===== config.mk =====
export PLATFORM = sky130hd
export DESIGN_NAME = multi_edge_detect
export DESIGN_NICKNAME = d
export VERILOG_FILES = /design/src/rtl/multi_edge_detect.sv
export SDC_FILE = /design/constraint.sdc
export NUM_CORES = 1
export LEC_CHECK = 0
export ABC_AREA = 1
export CAP_MARGIN = 20
export CORE_MARGIN = 5
export CORE_UTILIZATION = 35
export DETAILED_ROUTE_END_ITERATION = 10
export SYNTH_ARGS = -nofsm -noshare
export SYNTH_HDL_FRONTEND = slang
export SYNTH_SLANG_ARGS = --single-unit

===== constraint.sdc =====
create_clock -name clk -period 1.4 [get_ports clk]
set_input_delay 0.28 -clock clk [delete_from_list [all_inputs] [get_ports clk]]
set_output_delay 0.28 -clock clk [all_outputs]
set_load 0.02 [all_outputs]

===== src/rtl/multi_edge_detect.sv =====
// Multi-channel synchronise / debounce / edge-detect block with sticky per-channel
// event flags and a combined interrupt line.
module multi_edge_detect #(
   parameter int CHANNELS        = 4,
   parameter int SYNC_STAGES     = 2,
   parameter int DEBOUNCE_CYCLES = 4
) (
   input  logic                    clk,
   input  logic                    reset,
   input  logic [CHANNELS-1:0]     a_i,
   input  logic [2*CHANNELS-1:0]   mode_i,
   input  logic [CHANNELS-1:0]     clear_i,
   output logic [CHANNELS-1:0]     level_o,
   output logic [CHANNELS-1:0]     rising_edge_o,
   output logic [CHANNELS-1:0]     falling_edge_o,
   output logic [CHANNELS-1:0]     pending_o,
   output logic [CHANNELS-1:0]     overflow_o,
   output logic                    irq_o
);

   // Terminal count: the counter reaching this value while a_sync still differs
   // means the new level has been stable for DEBOUNCE_CYCLES cycles.
   localparam logic [7:0] TERM_CNT = 8'(DEBOUNCE_CYCLES - 1);

   for (genvar n = 0; n < CHANNELS; n++) begin : g_ch
      logic [SYNC_STAGES-1:0] sync_q;
      logic                   a_sync;
      logic [7:0]             cnt_q;
      logic                   lvl_q;
      logic                   rise_q;
      logic                   fall_q;
      logic                   pend_q;
      logic                   ovf_q;
      logic                   differ;
      logic                   accept;
      logic                   qual;

      assign a_sync = sync_q[SYNC_STAGES-1];
      assign differ = (a_sync != lvl_q);
      assign accept = differ && (cnt_q == TERM_CNT);
      assign qual   = accept && ((a_sync && mode_i[2*n]) || (!a_sync && mode_i[2*n+1]));

      always_ff @(posedge clk) begin
         if (reset) begin
            sync_q <= '0;
            cnt_q  <= '0;
            lvl_q  <= 1'b0;
            rise_q <= 1'b0;
            fall_q <= 1'b0;
         end else begin
            sync_q <= {sync_q[SYNC_STAGES-2:0], a_i[n]};
            rise_q <= accept && a_sync;
            fall_q <= accept && !a_sync;
            if (!differ) begin
               cnt_q <= '0;
            end else if (cnt_q == TERM_CNT) begin
               lvl_q <= a_sync;
               cnt_q <= '0;
            end else begin
               cnt_q <= cnt_q + 8'd1;
            end
         end
      end

      // A clear coinciding with an event keeps the event but drops any overflow.
      always_ff @(posedge clk) begin
         if (reset) begin
            pend_q <= 1'b0;
            ovf_q  <= 1'b0;
         end else if (qual) begin
            pend_q <= 1'b1;
            ovf_q  <= clear_i[n] ? 1'b0 : (ovf_q | pend_q);
         end else if (clear_i[n]) begin
            pend_q <= 1'b0;
            ovf_q  <= 1'b0;
         end
      end

      assign level_o[n]        = lvl_q;
      assign rising_edge_o[n]  = rise_q;
      assign falling_edge_o[n] = fall_q;
      assign pending_o[n]      = pend_q;
      assign overflow_o[n]     = ovf_q;
   end

   assign irq_o = |pending_o;

endmodule


==> out/results.ini, run 1 <==
[synth]
synth_cell_types = 23
synth_fp_nets = 439
synthCells = 417
yosysWarnings = 0
synth_seq_area_share = 0.418
ys_ff_latch = 60
synth_area_um2 = 2870
postSynthAreaPerCell_um2 = 6.89

[timing]
tightest_slew_ns = 0.316
post-route-min-period_ns = 1.33
holdWs_ns = 0.405
setup_viol = 0
finalCritPeriodShare = 0.953
grt_setup_unrepaired = false
slew_headroom = 0.789
slew_viol_final = 0
fin_skew_ns = 0.00692
setup_tns_ns = 0
fmax_ghz = 0.749
timing.final.ws_setup_ns = 0.0654
hold_viol = 0

[global_routing]
grt_pass1_wl_mm = 9.49
antenna_found_initial = 0
globalRouteOverflowTotal = 0
first_global_vias = 2201
grt_max_degree = 14
track_usage = 0.118

[final_layout]
stdcell_area_um2 = 3490
layout.nets = 477
utilization = 0.431
diodes = 0
instances_no_fill = 565
drive_gt1_frac = 0.137
nFillCells = 874
area_growth_pct = 21.3

[critical_path]
cp_top_family = flip-flops
crit_buf_inv = 1
cp-start-kind = register
cp.required_ns = 1.12
r2r-end = g_ch[2].lvl_q$_SDFFE_PP0P_
critPathKind = register to primary output
reg2reg_slack_ns = 0.18
r2r_start = g_ch[2].cnt_q[0]$_SDFF_PP0_
ff2ff_path_depth = 6
crit_start = g_ch[3].lvl_q$_SDFFE_PP0N_
worstPathCellList = dlygate4sd2_1
worstSetupEndpoint = level_o[3]
arrival_ns = 1.05
end_kind = primary output
slowest_delay_ns = 0.37
path_max_fanout = 4
worst-path-stages = 1
worst_path_max_delay_cell = dfxtp_1

[status]
status = finished clean

[placed_design]
placed_area_um2 = 3300
gp_congestion = 0.792
place_ws_ns = -0.0951
place_inst = 549
hpwl_mm = 4.20
port_buffers = 38

[routing]
wirelength_mm = 5.54
wl_per_cell_um = 9.81
route.detailed.drc = 0
via_count = 2436
first_pass_iters = 4
routed_via_density = 4.31
final_antenna_net_count = 0
drtIter0Drc = 66

[cts]
clk_pin_slew_ns = 0.06
cts_sinks = 60
htree_num_levels = 3
clk_root_buffer_cell = clkbuf_8
clk-insertion-delay-late_ns = 0.34
clock_path_buffers = 2
cts_setup_buffers = 0
cts_hold_buf = 0
cts_tree = yes
numCtsBuffers = 9

[pwr]
power_mw = 3.58
power_leakage_nw = 1.56
peakVddDrop_v = 0.000570
pwr_density_cell_nw_per_um2 = 1030

[die]
core_um2 = 8090
start_util = 0.355
die_y_um = 101
num_io_pins = 39
dieArea_um2 = 10100
die_x_um = 101
rows = 33

[worst_hold_path]
hold_path_depth = 2
holdCritPathClass = register to register
hold_start = g_ch[1].sync_q[0]$_SDFF_PP0_

[run]
max_cap_violations = 0

==> cell families after synthesis <==
group / Yosys count / synth area share
buffers and inverters: 90 / 0.149
DFF: 60 / 0.418
AOI/OAI and AO/OA: 18 / 0.0392
adders and majority gates: 4 / 0.0174
and+or+nand+nor: 238 / 0.355
xor gates and xnor gates: 7 / 0.0213
==> how the worst min path moves through the flow <==
| stage | to | slack (ns) |
|---|---|---|
| after floorplan | g_ch[0].sync_q[0]$_SDFF_PP0_ | 0.39 |
| after CTS | g_ch[1].sync_q[1]$_SDFF_PP0_ | 0.40 |
| after detailed placement | g_ch[2].sync_q[1]$_SDFF_PP0_ | 0.39 |
| after global placement | g_ch[1].sync_q[1]$_SDFF_PP0_ | 0.40 |
| after global routing | g_ch[1].sync_q[1]$_SDFF_PP0_ | 0.42 |
| final | g_ch[1].sync_q[1]$_SDFF_PP0_ | 0.40 |
==> sequential cells by signal (all words and copies together), names as in the netlist <==
signal and flops:
g_ch.rise_q 4, g_ch.sync_q 8, g_ch.fall_q 4, g_ch.pend_q 4
g_ch.lvl_q 4, g_ch.cnt_q 32, g_ch.ovf_q 4
==> layer usage <==
layer,part of all wire,track usage
met1,0.50,0.159
met2,0.43,0.172
met3,0.052,0.0325
met4,0.024,0.0611
met5,0,0
==> layout by cell type, fill, tap and decap left out <==
| cell | n |
|---|---|
| dfxtp_1 | 59 |
| nor3_1 | 6 |
| a21oi_2 | 6 |
| a21oi_1 | 7 |
| clkdlybuf4s15_2 | 1 |
| buf_4 | 12 |
| nor2_4 | 2 |
| or2_2 | 2 |
| clkbuf_1 | 1 |
| ha_1 | 4 |
| nor2_2 | 7 |
| nand2_1 | 119 |
| nand3b_1 | 1 |
| nand2_2 | 4 |
| o21ai_0 | 5 |
| dlygate4sd2_1 | 15 |
| xor2_1 | 4 |
| inv_2 | 8 |
| xnor2_1 | 3 |
| clkbuf_2 | 3 |
| clkdlybuf4s50_1 | 17 |
| nand4_1 | 14 |
| nand3_1 | 21 |
| inv_1 | 59 |
| dfxtp_2 | 1 |
| nor2_1 | 61 |
| clkdlybuf4s15_1 | 1 |
| bufinv_16 | 2 |
| clkinv_2 | 3 |
| buf_6 | 1 |
| clkbuf_8 | 10 |
| nand2_4 | 1 |
==> power by group <==
group | switching (mW) | internal [mW] | total, mW
sequential | 0.0116 | 1.72 | 1.73
combinational | 0.0666 | 0.0697 | 0.136
clock | 0.666 | 1.04 | 1.71
==> synth_stat cells, drive strengths merged <==
library cell,n,area share
buf,23,0.062
nand2,124,0.17
o21ai,5,0.0087
nand3,21,0.037
or2,2,0.0044
nor2,70,0.10
ha,4,0.017
nand4,14,0.030
xnor2,3,0.0091
nor3,6,0.010
nand3b,1,0.0026
a21oi,13,0.030
dfxtp,60,0.42
xor2,4,0.012
inv,67,0.088
==> what timing repair did <==
action / CTS / global route
endpoints found under the setup margin: 21 / 6
resized for setup: 28 / 12
pin swaps: 0 / 1
==> worst min-delay path: stages, from the launching register on <==
cell and delay, ns:
dfxtp_1 0.30, inv_1 0.04, nor2_1 0.03
==> layout make-up <==
class	instances	area, µm²	area share
flip-flops and latches	60	1200	0.345
inverters	67	251	0.0721
clock inverters	5	75.1	0.0215
multi-input cells	267	1240	0.357
repair buffers	50	439	0.126
well taps	105	131	0.0377
clock buffers	11	141	0.0406
Note: power is estimated with default switching activity, not from simulation.
==> run 2: changes to the inputs <==
- CTS_BUF_LIST: not set -> sky130_fd_sc_hd__clkbuf_4
- DONT_BUFFER_PORTS: not set -> 1
- SLEW_MARGIN: not set -> 20
==> run 2 against run 1 <==
Against the previous run: clock power down 40%; non-clock buffer count shrank 35; hold slack got worse by 0.36 ns; setup slack lost 0.016 ns; global-route usage grew 0.35 points; sequential share of layout area increased by 4.7 points; clock skew increased by 0.0054 ns; sequential power about the same; final cell count decreased by 6.2%; first-iteration DRC count decreased by 23%; die area unchanged; critical path type unchanged.
==> out/results.ini, run 2 (synthesis gave the netlist of run 1 again) <==
[status]
status = finished clean

[final_layout]
largestRegisters = g_ch.cnt_q (32), g_ch.sync_q (8)
area_growth_pct = 7.01
layout.nets = 442  ; -7.3%
drive_gt1_frac = 0.136  ; -0.000486
diodes = 0  ; unchanged
mostFrequentLayoutCells = 119 x nand2_1, 60 x nor2_1, 59 x inv_1, 57 x dfxtp_1, 21 x nand3_1
largest_reg_flops = 32  ; unchanged
utilization = 0.380  ; -0.0509
instances_no_fill = 530  ; -6.2%
regMostFlops = g_ch.cnt_q
stdcell_area_um2 = 3070  ; -12%
layout_commonest_cell = nand2_1

[die]
core_um2 = 8090  ; unchanged
start_util = 0.355  ; unchanged
rows = 33  ; unchanged
dieArea_um2 = 10100  ; unchanged
num_io_pins = 39  ; unchanged
die_x_um = 101  ; unchanged
die_y_um = 101  ; unchanged

[routing]
wirelength_mm = 5.62  ; +1.4%
drtIter0Drc = 51  ; -23%
wl_per_cell_um = 10.6  ; +8.1%
via_count = 2346  ; -3.7%
routed_via_density = 4.43  ; +2.7%
first_pass_iters = 4  ; unchanged
final_antenna_net_count = 0  ; unchanged
route.detailed.drc = 0  ; unchanged

[timing]
fin_skew_ns = 0.0123  ; +0.00538 ns
hold_viol = 0  ; unchanged
holdWs_ns = 0.0405  ; -0.364 ns
tightest_slew_ns = 0.677  ; +0.361 ns
finalCritPeriodShare = 0.965  ; +0.0114
grt_setup_unrepaired = true
post-route-min-period_ns = 1.35  ; +0.0159 ns
slew_headroom = 0.547  ; -0.241
setup_viol = 0  ; unchanged
fmax_ghz = 0.740  ; -1.2%
slew_viol_final = 0  ; unchanged

[worst_hold_path]
hold_path_depth = 3  ; +1
holdCritPathClass = primary input to register

[cts]
cts_tree = yes
clk_pin_slew_ns = 0.10  ; +0.04 ns
clk_root_buffer_cell = clkbuf_4
cts_sinks = 60  ; unchanged
numCtsBuffers = 9  ; unchanged
clock_path_buffers = 2  ; unchanged
clk-insertion-delay-late_ns = 0.41  ; +0.07 ns
htree_num_levels = 3  ; unchanged

[placed_design]
port_buffers = 0  ; -100%
place_inst = 507  ; -7.7%
gp_congestion = 0.806  ; +1.7%
hpwl_mm = 4.11  ; -2.2%
placed_area_um2 = 2890  ; -12%

[pwr]
combPwrFrac = 0.032  ; -0.006
peakVddDrop_v = 0.000427  ; -25%
p_int_mw = 2.10  ; -26%
power_switching_mw = 0.747  ; +0.42%
pwr-share-clk = 0.360  ; -0.117
seqPwrFrac = 0.608  ; +0.124
p_sw_frac = 0.262  ; +0.0542
power_leakage_nw = 1.30  ; -17%
pwr_density_cell_nw_per_um2 = 927  ; -9.7%

[critical_path]
end_kind = primary output
cp-start-kind = register
worstSetupEndpoint = irq_o
arrival_ns = 1.07  ; +0.02 ns
r2r-end = g_ch[0].cnt_q[6]$_SDFF_PP0_
ff2ff_path_depth = 6  ; unchanged
crit_start = g_ch[3].pend_q$_SDFFE_PP0P_
path_max_fanout = 2  ; -2
cp.required_ns = 1.12  ; about the same
reg2reg_slack_ns = 0.16  ; -0.02 ns
r2r_start = g_ch[0].cnt_q[0]$_SDFF_PP0_
critPathKind = register to primary output

[global_routing]
grt_max_degree = 15  ; +1
grt_pass1_wl_mm = 9.66  ; +1.7%
track_usage = 0.122  ; +0.00351
busiest_layer = met2
grt_use_met1 = 0.149  ; -0.00988
gr-usage-met2 = 0.185  ; +0.0127
met3_usage = 0.0464  ; +0.0138
globalRouteOverflowTotal = 0  ; unchanged
first_global_vias = 2169  ; -1.5%
antenna_found_initial = 0  ; unchanged

[run]
max_cap_violations = 0  ; unchanged

[run 2: changes by cell type in the layout (fill, tap and decap cells not counted), moves of 3 or more]
cell / change
buf_4: -3
clkbuf_8: -10
clkbuf_2: -3
clkinvlp_4: +4
dlygate4sd2_1: -15
clkdlybuf4s50_1: -17
dlygate4sd3_1: +6
clkbuf_4: +9
[run 2: per-stage QoR]
stage / TNS [ns] / total power [mW] / setup slack, ns
after floorplan: 0 / 1.84 / 0.297
after global placement: 0 / 1.84 / 0.219
after detailed placement: 0 / 1.84 / 0.163
after CTS: -0.00427 / 2.91 / -0.00427
after global routing: -0.0307 / 2.99 / -0.0307
final: 0 / 2.85 / 0.0495
[run 2: worst max-delay path, cell delays in order, from the launching register on]
cell and delay, ns:
dfxtp_2 0.34, inv_2 0.06, nand4_1 0.26
[run 2: area by class of cell]
| type | instances | area, µm² |
|---|---|---|
| inverter | 67 | 251 |
| clock inverter | 7 | 43.8 |
| tap | 105 | 131 |
| multi-input combinational | 267 | 1250 |
| clock buffer | 9 | 67.6 |
| sequential | 60 | 1200 |
| timing repair buffer | 15 | 128 |
| fill | 896 | 5020 |
[run 2: per-layer routing]
layer / wire, µm / vias up
met5: 0 / -
li1: - / 1262
met1: 2730 / 1023
met3: 340 / 9
met4: 106 / 0
met2: 2440 / 52
[run 2: worst min-delay path by stage]
stage / from / endpoint / slack [ns]
6_report: clear_i[1] / g_ch[1].ovf_q$_SDFFE_PP0P_ / 0.04
5_1_grt: clear_i[3] / g_ch[3].ovf_q$_SDFFE_PP0P_ / 0.03
4_1_cts: clear_i[1] / g_ch[1].ovf_q$_SDFFE_PP0P_ / 0.01
3_5_place_dp: reset / g_ch[0].sync_q[0]$_SDFF_PP0_ / 0.36
3_3_place_gp: reset / g_ch[0].sync_q[1]$_SDFF_PP0_ / 0.36
2_1_floorplan: a_i[0] / g_ch[0].sync_q[0]$_SDFF_PP0_ / 0.39
[run 2: repair_timing]
| action | in CTS | in global routing |
|---|---|---|
| setup buffers | 0 | 1 |
| endpoints found under the setup margin | 1 | 3 |
| gates cloned | 0 | 0 |
| resized for setup | 6 | 2 |
| hold buffers | 6 | 0 |
| hold endpoints to repair | 15 | 0 |
| pin swaps | 1 | 0 |
[run 2: power by group through the flow]
stage	logic [mW]	clock network, mW	registers, mW
floorplan	0.0701	0	1.77
global placement	0.0683	0	1.77
detailed placement	0.0702	0	1.77
CTS	0.0914	1.08	1.73
global route	0.107	1.15	1.74
finish	0.0905	1.03	1.73
